<file path="src/rtl/stopwatch_pkg.sv">
// Shared types and constants for the stopwatch BCD conversion path.
// No logic of its own; imported by the converter and its digit adjuster.
package stopwatch_pkg;

   typedef logic [3:0] bcd_digit_t;

   typedef enum logic [1:0] {
      IDLE,
      SHIFT,
      DONE
   } conv_state_t;

   // Largest value representable in n BCD digits, kept at 32 bits for safe compares.
   function automatic logic [31:0] dec_max(input int n);
      logic [31:0] p;
      p = 32'd1;
      for (int i = 0; i < n; i++) begin
         p = p * 32'd10;
      end
      return p - 32'd1;
   endfunction

endpackage

</file>
<file path="src/rtl/bcd_digit_adjust.sv">
// Double-dabble digit correction: adds 3 to a BCD digit of 5 or more, 4-bit wrap.
// Purely combinational, zero latency, no flow control.
module bcd_digit_adjust
   import stopwatch_pkg::*;
(
   input  logic [3:0] digit,
   output logic [3:0] adjusted
);

   bcd_digit_t plus3;

   assign plus3    = digit + 4'd3;
   assign adjusted = (digit >= 4'd5) ? plus3 : digit;

endmodule

</file>
<file path="src/rtl/binary_to_bcd_seq.sv">
// Sequential shift-and-add-3 binary-to-BCD converter, one bit per clock; done pulses
// BIN_WIDTH+1 cycles after start is taken. start is dropped while busy (no queuing).
module binary_to_bcd_seq
   import stopwatch_pkg::*;
#(
   parameter int BIN_WIDTH = 7,
   parameter int DIGITS    = 2
) (
   input  logic                  clk,
   input  logic                  rst,
   input  logic                  start,
   input  logic [BIN_WIDTH-1:0]  bin,
   output logic [4*DIGITS-1:0]   bcd,
   output logic                  busy,
   output logic                  done,
   output logic                  overflow
);

   localparam int                SW      = 4*DIGITS + BIN_WIDTH;
   localparam int                CNT_W   = $clog2(BIN_WIDTH + 1);
   localparam logic [CNT_W-1:0]  LAST    = CNT_W'(BIN_WIDTH - 1);
   localparam logic [31:0]       MAX_VAL = dec_max(DIGITS);

   conv_state_t            state;
   conv_state_t            next_state;
   logic [BIN_WIDTH-1:0]   shreg;
   logic [4*DIGITS-1:0]    scratch;
   logic [4*DIGITS-1:0]    adj;
   logic [CNT_W-1:0]       cnt;
   logic                   ovf_hold;
   logic [SW-1:0]          shifted;
   logic                   accept;
   logic                   last_shift;
   logic                   ovf_new;

   for (genvar g = 0; g < DIGITS; g++) begin : g_adj
      bcd_digit_adjust u_adj (
         .digit    (scratch[4*g +: 4]),
         .adjusted (adj[4*g +: 4])
      );
   end

   // Any carry out of the top digit falls off here; saturation covers those cases.
   assign shifted = {adj, shreg} << 1;
   assign ovf_new = 32'(bin) > MAX_VAL;

   always_ff @(posedge clk or posedge rst) begin
      if (rst) begin
         state <= IDLE;
      end else begin
         state <= next_state;
      end
   end

   always_comb begin
      next_state = state;
      busy       = 1'b0;
      done       = 1'b0;
      accept     = 1'b0;
      last_shift = 1'b0;
      case (state)
         IDLE: begin
            if (start) begin
               accept     = 1'b1;
               next_state = SHIFT;
            end
         end
         SHIFT: begin
            busy = 1'b1;
            if (cnt == LAST) begin
               last_shift = 1'b1;
               next_state = DONE;
            end
         end
         DONE: begin
            done = 1'b1;
            if (start) begin
               accept     = 1'b1;
               next_state = SHIFT;
            end else begin
               next_state = IDLE;
            end
         end
         default: next_state = IDLE;
      endcase
   end

   always_ff @(posedge clk or posedge rst) begin
      if (rst) begin
         shreg    <= '0;
         scratch  <= '0;
         cnt      <= '0;
         ovf_hold <= 1'b0;
         bcd      <= '0;
         overflow <= 1'b0;
      end else if (accept) begin
         shreg    <= bin;
         scratch  <= '0;
         cnt      <= '0;
         ovf_hold <= ovf_new;
      end else if (state == SHIFT) begin
         shreg   <= shifted[BIN_WIDTH-1:0];
         scratch <= shifted[SW-1:BIN_WIDTH];
         cnt     <= cnt + CNT_W'(1);
         if (last_shift) begin
            bcd      <= ovf_hold ? {DIGITS{4'h9}} : shifted[SW-1:BIN_WIDTH];
            overflow <= ovf_hold;
         end
      end
   end

endmodule

</file>
<file path="config.mk">
export PLATFORM = sky130hd
export DESIGN_NAME = binary_to_bcd_seq
export DESIGN_NICKNAME = d
export VERILOG_FILES = /design/src/rtl/stopwatch_pkg.sv /design/src/rtl/bcd_digit_adjust.sv /design/src/rtl/binary_to_bcd_seq.sv
export SDC_FILE = /design/constraint.sdc
export NUM_CORES = 1
export LEC_CHECK = 0
export ABC_AREA = 0
export CORE_ASPECT_RATIO = 1.4
export CORE_MARGIN = 4
export CORE_UTILIZATION = 50
export CTS_CLUSTER_DIAMETER = 50
export CTS_CLUSTER_SIZE = 30
export DETAILED_ROUTE_END_ITERATION = 7
export DONT_BUFFER_PORTS = 1
export MAX_ROUTING_LAYER = met4
export PLACE_DENSITY_LB_ADDON = 0.2
export SLEW_MARGIN = 0
export SYNTH_ARGS = -nofsm -noshare
export SYNTH_HDL_FRONTEND = slang
export SYNTH_SLANG_ARGS = --single-unit
</file>
<file path="constraint.sdc">
create_clock -name clk -period 1.3 [get_ports clk]
set_input_delay 0.13 -clock clk [delete_from_list [all_inputs] [get_ports clk]]
set_output_delay 0.13 -clock clk [all_outputs]
set_load 0.005 [all_outputs]
</file>
After elaboration in Yosys (flattened, before gate mapping). Cells that the tools add are included.

Output and inout bits: 11. Bits in registers: 30. Input port bits: 10. Word-level logic and storage cells: 43.

$lt $le $gt $ge: 3. Multiplexer cells: 19. Bitwise operators: 1. Add/subtract/negate cells: 3. Eq/ne operators: 5. Reductions and logical operators: 5.

Operators with widths (count): $mux 8 (3); $mux 7 (2); $mux 3 (3); $ge 4x3->1 const B (2); $gt 7x7->1 const B (1); $mux 1 (7); $pmux 2 s3 (1); $add 4x2->4 const B (1); $mux 2 (2); $mux 4 (1); $ne 2x2->1 const B (2); $add 3x1->3 const B (1); $add 3x2->3 const B (1); $eq 3x3->1 const B (1); $reduce_and 3->1 (1); $eq 2x1->1 const B (1); $eq 2x2->1 const B (1); $logic_not 2->1 (1); $reduce_and 2->1 (1); $reduce_bool 2->1 (1); $reduce_or 2->1 (1); $not 1->1 (1).

Depth between registers and ports, before layout.
Depth after elaboration: 5. Depth in mapped cells: 6. Depth with buffers taken out: 6.

By module. Synthesis repeated with hierarchy kept, for this count alone.

Cells, all modules: 144. Area total of the unflattened synthesis: 1462.7 µm².

Modules (own cells, without submodules): binary_to_bcd_seq (seq. area each 750.7 µm², times used 1, area each 1260.0 µm², cells an instance 112); bcd_digit_adjust (seq. area each 0.0 µm², times used 2, area each 101.3 µm², cells an instance 16).

Worst setup path before layout. No wires, ideal clock.

Path type: reg-to-reg. Start: register scratch[0]. End: register bcd[2]. Period minus slack after synthesis: 1363 ps. Arrival time: 1298 ps. Required time: 1234 ps. Path slack: -63 ps. Cell stages (with the launch flop): 7. Buffers on the path: 0. Library setup time: 66 ps. Path through: dfrtp_1 > inv_1 > ha_1 > nand2b_1 > a21oi_2 > mux2i_1 > a22o_1.

Longest elaborated chain between the ends: 3. Elaborated cells on any way between the ends: 4. Those cells by class: add/sub (1); order compare (1); mux (2).

RTL lines: start, declared (line binary_to_bcd_seq.sv:27) `logic [4*DIGITS-1:0] scratch;`; start signal, assigned (line binary_to_bcd_seq.sv:103) `scratch <= shifted[SW-1:BIN_WIDTH];`; $add 4x2->4 / $ge 4x3->1 (equally long branches) (line bcd_digit_adjust.sv:12, bcd_digit_adjust.sv:13); $mux 4 (*) (line bcd_digit_adjust.sv:13) `assign adjusted = (digit >= 4'd5) ? plus3 : digit;`; $mux 8 (*) (line binary_to_bcd_seq.sv:106) `bcd <= ovf_hold ? {DIGITS{4'h9}} : shifted[SW-1:BIN_WIDTH];`; end signal, assigned (line binary_to_bcd_seq.sv:106); end, declared (line binary_to_bcd_seq.sv:13) `output logic [4*DIGITS-1:0] bcd,`.

Every way passes the cells marked *; elsewhere a longest branch is shown, timed or not. A chain may end at the register's enable or synchronous reset.

Worst setup path in the final report.
Start: register scratch[1]. End: register scratch[2].

Longest elaborated chain between the ends: 4. Elaborated cells on any way between the ends: 5. Those cells by class: add/sub (1); order compare (1); mux (3).

RTL lines: $add 4x2->4 / $ge 4x3->1 (equally long branches) (line bcd_digit_adjust.sv:12, bcd_digit_adjust.sv:13); $mux 4 (*) (line bcd_digit_adjust.sv:13); $mux 8 (*) (line binary_to_bcd_seq.sv:101) `end else if (state == SHIFT) begin`; $mux 8 (*) (line binary_to_bcd_seq.sv:96) `end else if (accept) begin`.

Every way passes the cells marked *; elsewhere a longest branch is shown, timed or not. The select of a mux whose other input is x is not followed.

==> impl_results.html <==
<table>
<tr><th>Metric</th><th>Value</th></tr>
<tr><th colspan="2">Outcome</th></tr>
<tr><td>Run status</td><td>complete, but fails checks</td></tr>
<tr><td>Failing checks</td><td>negative setup slack</td></tr>
<tr><th colspan="2">Clocking</th></tr>
<tr><td>Clk Tree Root Cell</td><td>clkbuf_4</td></tr>
<tr><td>Clock sink count</td><td>30</td></tr>
<tr><td>CTS tree</td><td>built</td></tr>
<tr><td>Clock insertion delay at the later pin of the skew report</td><td>0.32 ns</td></tr>
<tr><td>Maximum level of the CTS H-tree</td><td>2</td></tr>
<tr><td>Num CTS Buffers</td><td>5</td></tr>
<tr><td>Bufs on Longest Clock Path</td><td>2</td></tr>
<tr><td>Clock-pin slew of the registers on the worst-case setup and hold paths</td><td>0.09 ns</td></tr>
<tr><th colspan="2">Logic synthesis</th></tr>
<tr><td>Yosys Warn Count</td><td>0</td></tr>
<tr><td>Mean area per synthesized cell</td><td>11.0 um^2</td></tr>
<tr><td>Yosys top cell by area</td><td>dfrtp_1</td></tr>
<tr><td>Synth cell types</td><td>33</td></tr>
<tr><td>Share of synthesized flip-flops with an asynchronous set or reset</td><td>100%</td></tr>
<tr><td>Sequential area share after synthesis</td><td>53.2%</td></tr>
<tr><td>Post-synthesis cell count</td><td>128</td></tr>
<tr><td>Most instantiated flip-flop cell in the synthesis netlist</td><td>dfrtp_1</td></tr>
<tr><td>Count of state elements after synthesis</td><td>30</td></tr>
<tr><td>Top cell type's share of synthesized area</td><td>53.2%</td></tr>
<tr><td>Number of enable-type register cells in the synthesized netlist</td><td>0</td></tr>
<tr><td>Post-Synthesis Net Count</td><td>144</td></tr>
<tr><td>Synth top cells by count</td><td>dfrtp_1 (30), nand2_1 (21), o21ai_0 (10)</td></tr>
<tr><td>Most repeated cell in the gate-level netlist after synthesis</td><td>dfrtp_1</td></tr>
<tr><td>Netlist Area Pre-Place</td><td>1410 um^2</td></tr>
<tr><td>Main area contributors after synthesis</td><td>dfrtp_1 (53%), nand2_1 (5.6%), ha_1 (5.3%), a22o_1 (5.0%), o21ai_0 (3.5%)</td></tr>
<tr><th colspan="2">Placement</th></tr>
<tr><td>Port buffer count</td><td>0</td></tr>
<tr><td>Placed wire-length estimate after detailed placement</td><td>2.11 mm</td></tr>
<tr><td>RePlAce Congestion</td><td>0.858</td></tr>
<tr><td>Area after DPL</td><td>1570 um^2</td></tr>
<tr><th colspan="2">Worst setup path</th></tr>
<tr><td>Library cell contributing the largest single delay on the critical path</td><td>dfrtp_1</td></tr>
<tr><td>Critical Path Max Stage Delay</td><td>0.39 ns</td></tr>
<tr><td>Kind of start point of the critical path</td><td>flip-flop</td></tr>
<tr><td>Kind of end point of the critical path</td><td>flip-flop</td></tr>
<tr><td>Family with the most delay on the worst path</td><td>flip-flops</td></tr>
<tr><td>Max FO, Critical Path</td><td>3</td></tr>
<tr><td>Required time of the critical path</td><td>1.57 ns</td></tr>
<tr><td>Cell breakdown of the critical path</td><td>inv_2, ha_4, nand2b_4, a21oi_4, mux2i_2, a22o_1</td></tr>
<tr><td>Data arrival at the endpoint of the critical path</td><td>1.65 ns</td></tr>
<tr><td>Sum of buffers and inverters on the critical path</td><td>1</td></tr>
<tr><td>CP Class</td><td>reg2reg</td></tr>
<tr><th colspan="2">Final layout</th></tr>
<tr><td>Fraction of layout cells with a size suffix above 1</td><td>36.3%</td></tr>
<tr><td>Sequential Area</td><td>752 um^2</td></tr>
<tr><td>Final net count</td><td>176</td></tr>
<tr><td>Inserted Diodes</td><td>0</td></tr>
<tr><td>Synthesis-to-finish area growth</td><td>32.6%</td></tr>
<tr><td>Area used by multi-input combinational logic</td><td>726 um^2</td></tr>
<tr><td>Filler Cell Count</td><td>197</td></tr>
<tr><td>Cell area after layout</td><td>1870 um^2</td></tr>
<tr><th colspan="2">GRT</th></tr>
<tr><td>First-pass GRT wire length</td><td>5.31 mm</td></tr>
<tr><td>Via count of the first global-routing pass</td><td>1,126</td></tr>
<tr><td>Remaining global-route overflow</td><td>0</td></tr>
<tr><td>Maximum number of pins on one net before global-route repair</td><td>31</td></tr>
<tr><td>Antenna violations before repair</td><td>0</td></tr>
<tr><td>Total global-route track usage</td><td>19.9%</td></tr>
<tr><th colspan="2">Routing</th></tr>
<tr><td>Drt drc</td><td>0</td></tr>
<tr><td>Average routed wire per standard cell</td><td>15.9 um</td></tr>
<tr><td>Overall via count from detail_route</td><td>1,064</td></tr>
<tr><td>First-pass detailed-route iteration total</td><td>4</td></tr>
<tr><td>Detail-routed via count per cell</td><td>5.43</td></tr>
<tr><td>Routed WL</td><td>3.12 mm</td></tr>
<tr><td>Number of nets still failing antenna checks after routing</td><td>0</td></tr>
<tr><td>First-iteration detailed-routing DRC count</td><td>32</td></tr>
<tr><th colspan="2">Floorplan</th></tr>
<tr><td>DIE WIDTH</td><td>52.9 um</td></tr>
<tr><td>Ports</td><td>21</td></tr>
<tr><td>Die Span Y</td><td>70.9 um</td></tr>
<tr><td>Row Count</td><td>22</td></tr>
<tr><td>Effective utilization at floorplan</td><td>52.9%</td></tr>
<tr><td>Die area</td><td>3750 um^2</td></tr>
<tr><td>Core area</td><td>2670 um^2</td></tr>
<tr><th colspan="2">Power</th></tr>
<tr><td>Overall power of the completed layout</td><td>4.77 mW</td></tr>
<tr><td>Peak ir drop on the vdd network</td><td>0.00156 V</td></tr>
<tr><td>P per Cell Area</td><td>2550 nW/um^2</td></tr>
<tr><td>Leakage power</td><td>0.861 nW</td></tr>
<tr><th colspan="2">STA</th></tr>
<tr><td>Min Hold Slack</td><td>0.104 ns</td></tr>
<tr><td>Endpoints failing hold</td><td>0</td></tr>
<tr><td>Final max-slew violation count</td><td>0</td></tr>
<tr><td>Final critical-path share of the clock period</td><td>107%</td></tr>
<tr><td>Worst relative slew slack</td><td>74.9%</td></tr>
<tr><td>Unrepaired setup endpoints after global routing</td><td>true</td></tr>
<tr><td>Final total negative setup slack</td><td>-0.421 ns</td></tr>
<tr><td>Final worst-path setup slack</td><td>-0.0858 ns</td></tr>
<tr><td>Measured slew at the worst slew-check pin</td><td>0.377 ns</td></tr>
<tr><td>Shortest clock period the worst path allows after layout</td><td>1.39 ns</td></tr>
<tr><td>Setup Viol. Count Final</td><td>10</td></tr>
<tr><td>Max Clk Rate</td><td>722 MHz</td></tr>
<tr><td>Max Clock Skew</td><td>0.00757 ns</td></tr>
<tr><th colspan="2">Worst hold path</th></tr>
<tr><td>Type of the worst min-delay path</td><td>in2reg</td></tr>
<tr><th colspan="2">Flow run</th></tr>
<tr><td>Max Cap Violations</td><td>0</td></tr>
</table>
power by group:
part           switching [mW]  leakage (nW)  internal (mW)  total (mW)
clock network           0.297        0.0254          0.203       0.501
registers               0.415         0.379           1.35        1.76
logic                    1.16         0.457           1.35        2.51
total                    1.87         0.861           2.90        4.77
placed cells by master, fill, tap and decap left out, drive strengths merged:
cell type	netlist	final
nor2b	1	1
and2b	1	1
clkbuf	0	8
nand2	21	21
nor3	1	1
nor3b	3	3
o21ai	10	10
mux2i	2	2
xnor2	2	2
nand2b	4	4
dlygate4sd3	0	8
nand3	3	3
ha	6	6
a21o	1	1
nor2	5	5
a211oi	2	2
buf	4	20
dfrtp	30	30
mux2	2	2
a2bb2oi	1	1
o311a	1	1
xor2	1	1
inv	8	8
a32o	2	2
a22oi	5	5
a21oi	4	4
a22o	8	8
sequential cells by signal, indices dropped and copies added (netlist names):
register and cells:
bcd 8, shreg 7, ovf_hold 1, scratch 8, overflow 1, cnt 3
state 2
cells by family after synthesis:
kind of cell             Yosys count  synth area share, %
multiplexers                       4                 3.01
AND/OR/NAND/NOR                   39                 14.8
AO/OA/AOI/OAI                     34                 17.5
XOR/XNOR                           3                 1.86
adder cells (fa/ha/maj)            6                 5.32
buffers and inverters             12                 4.34
flip-flops                        30                 53.2
worst paths after layout:
path                                   startpoint                endpoint  slack, ns  depth (start not counted)
max                        scratch[1]$_DFFE_PP0P_  scratch[2]$_DFFE_PP0P_      -0.09                          6
min                                        bin[4]    ovf_hold$_DFFE_PP0P_       0.10                          2
max reg2reg                scratch[1]$_DFFE_PP0P_  scratch[2]$_DFFE_PP0P_      -0.09                          6
min reg2reg                  shreg[5]$_DFFE_PP0P_    shreg[5]$_DFFE_PP0P_       0.49                          2
max in group asynchronous                     rst  scratch[0]$_DFFE_PP0P_       0.69                          3
min in group asynchronous                     rst    shreg[5]$_DFFE_PP0P_       0.32                          3
cell type report:
cell class	instances	share of cell area, %
clock buffer	7	2.41
inverter	8	2.01
multi-input combinational	86	38.8
sequential	30	40.2
tap	36	2.41
timing repair buffer	29	14.2
metal layers:
layer / global-route usage, % / up-vias / part of all wire (%)
li1: - / 512 / -
met1: 23.6 / 524 / 42
met2: 31.1 / 20 / 52
met3: 6.11 / 8 / 4.2
met4: 7.67 / 0 / 2.0
met5: - / - / 0
through the flow:
stage                     worst slack [ns]  cells  util, %
after detailed placement            -0.121    178     58.7
final                              -0.0858    196     70.1
after CTS                           -0.113    194     66.0
after global placement             -0.0440    178     58.7
after global routing                -0.157    196     70.1
after floorplan                    -0.0339    128        -
timing repair:
item	in CTS	in global routing
hold endpoints to repair	37	0
resized for setup	16	19
cloned	0	1
hold buffers	8	0
buffers inserted	1	2
endpoints found under the setup margin	11	18
pin swaps	9	10
Note: power is estimated with default switching activity, not from simulation.
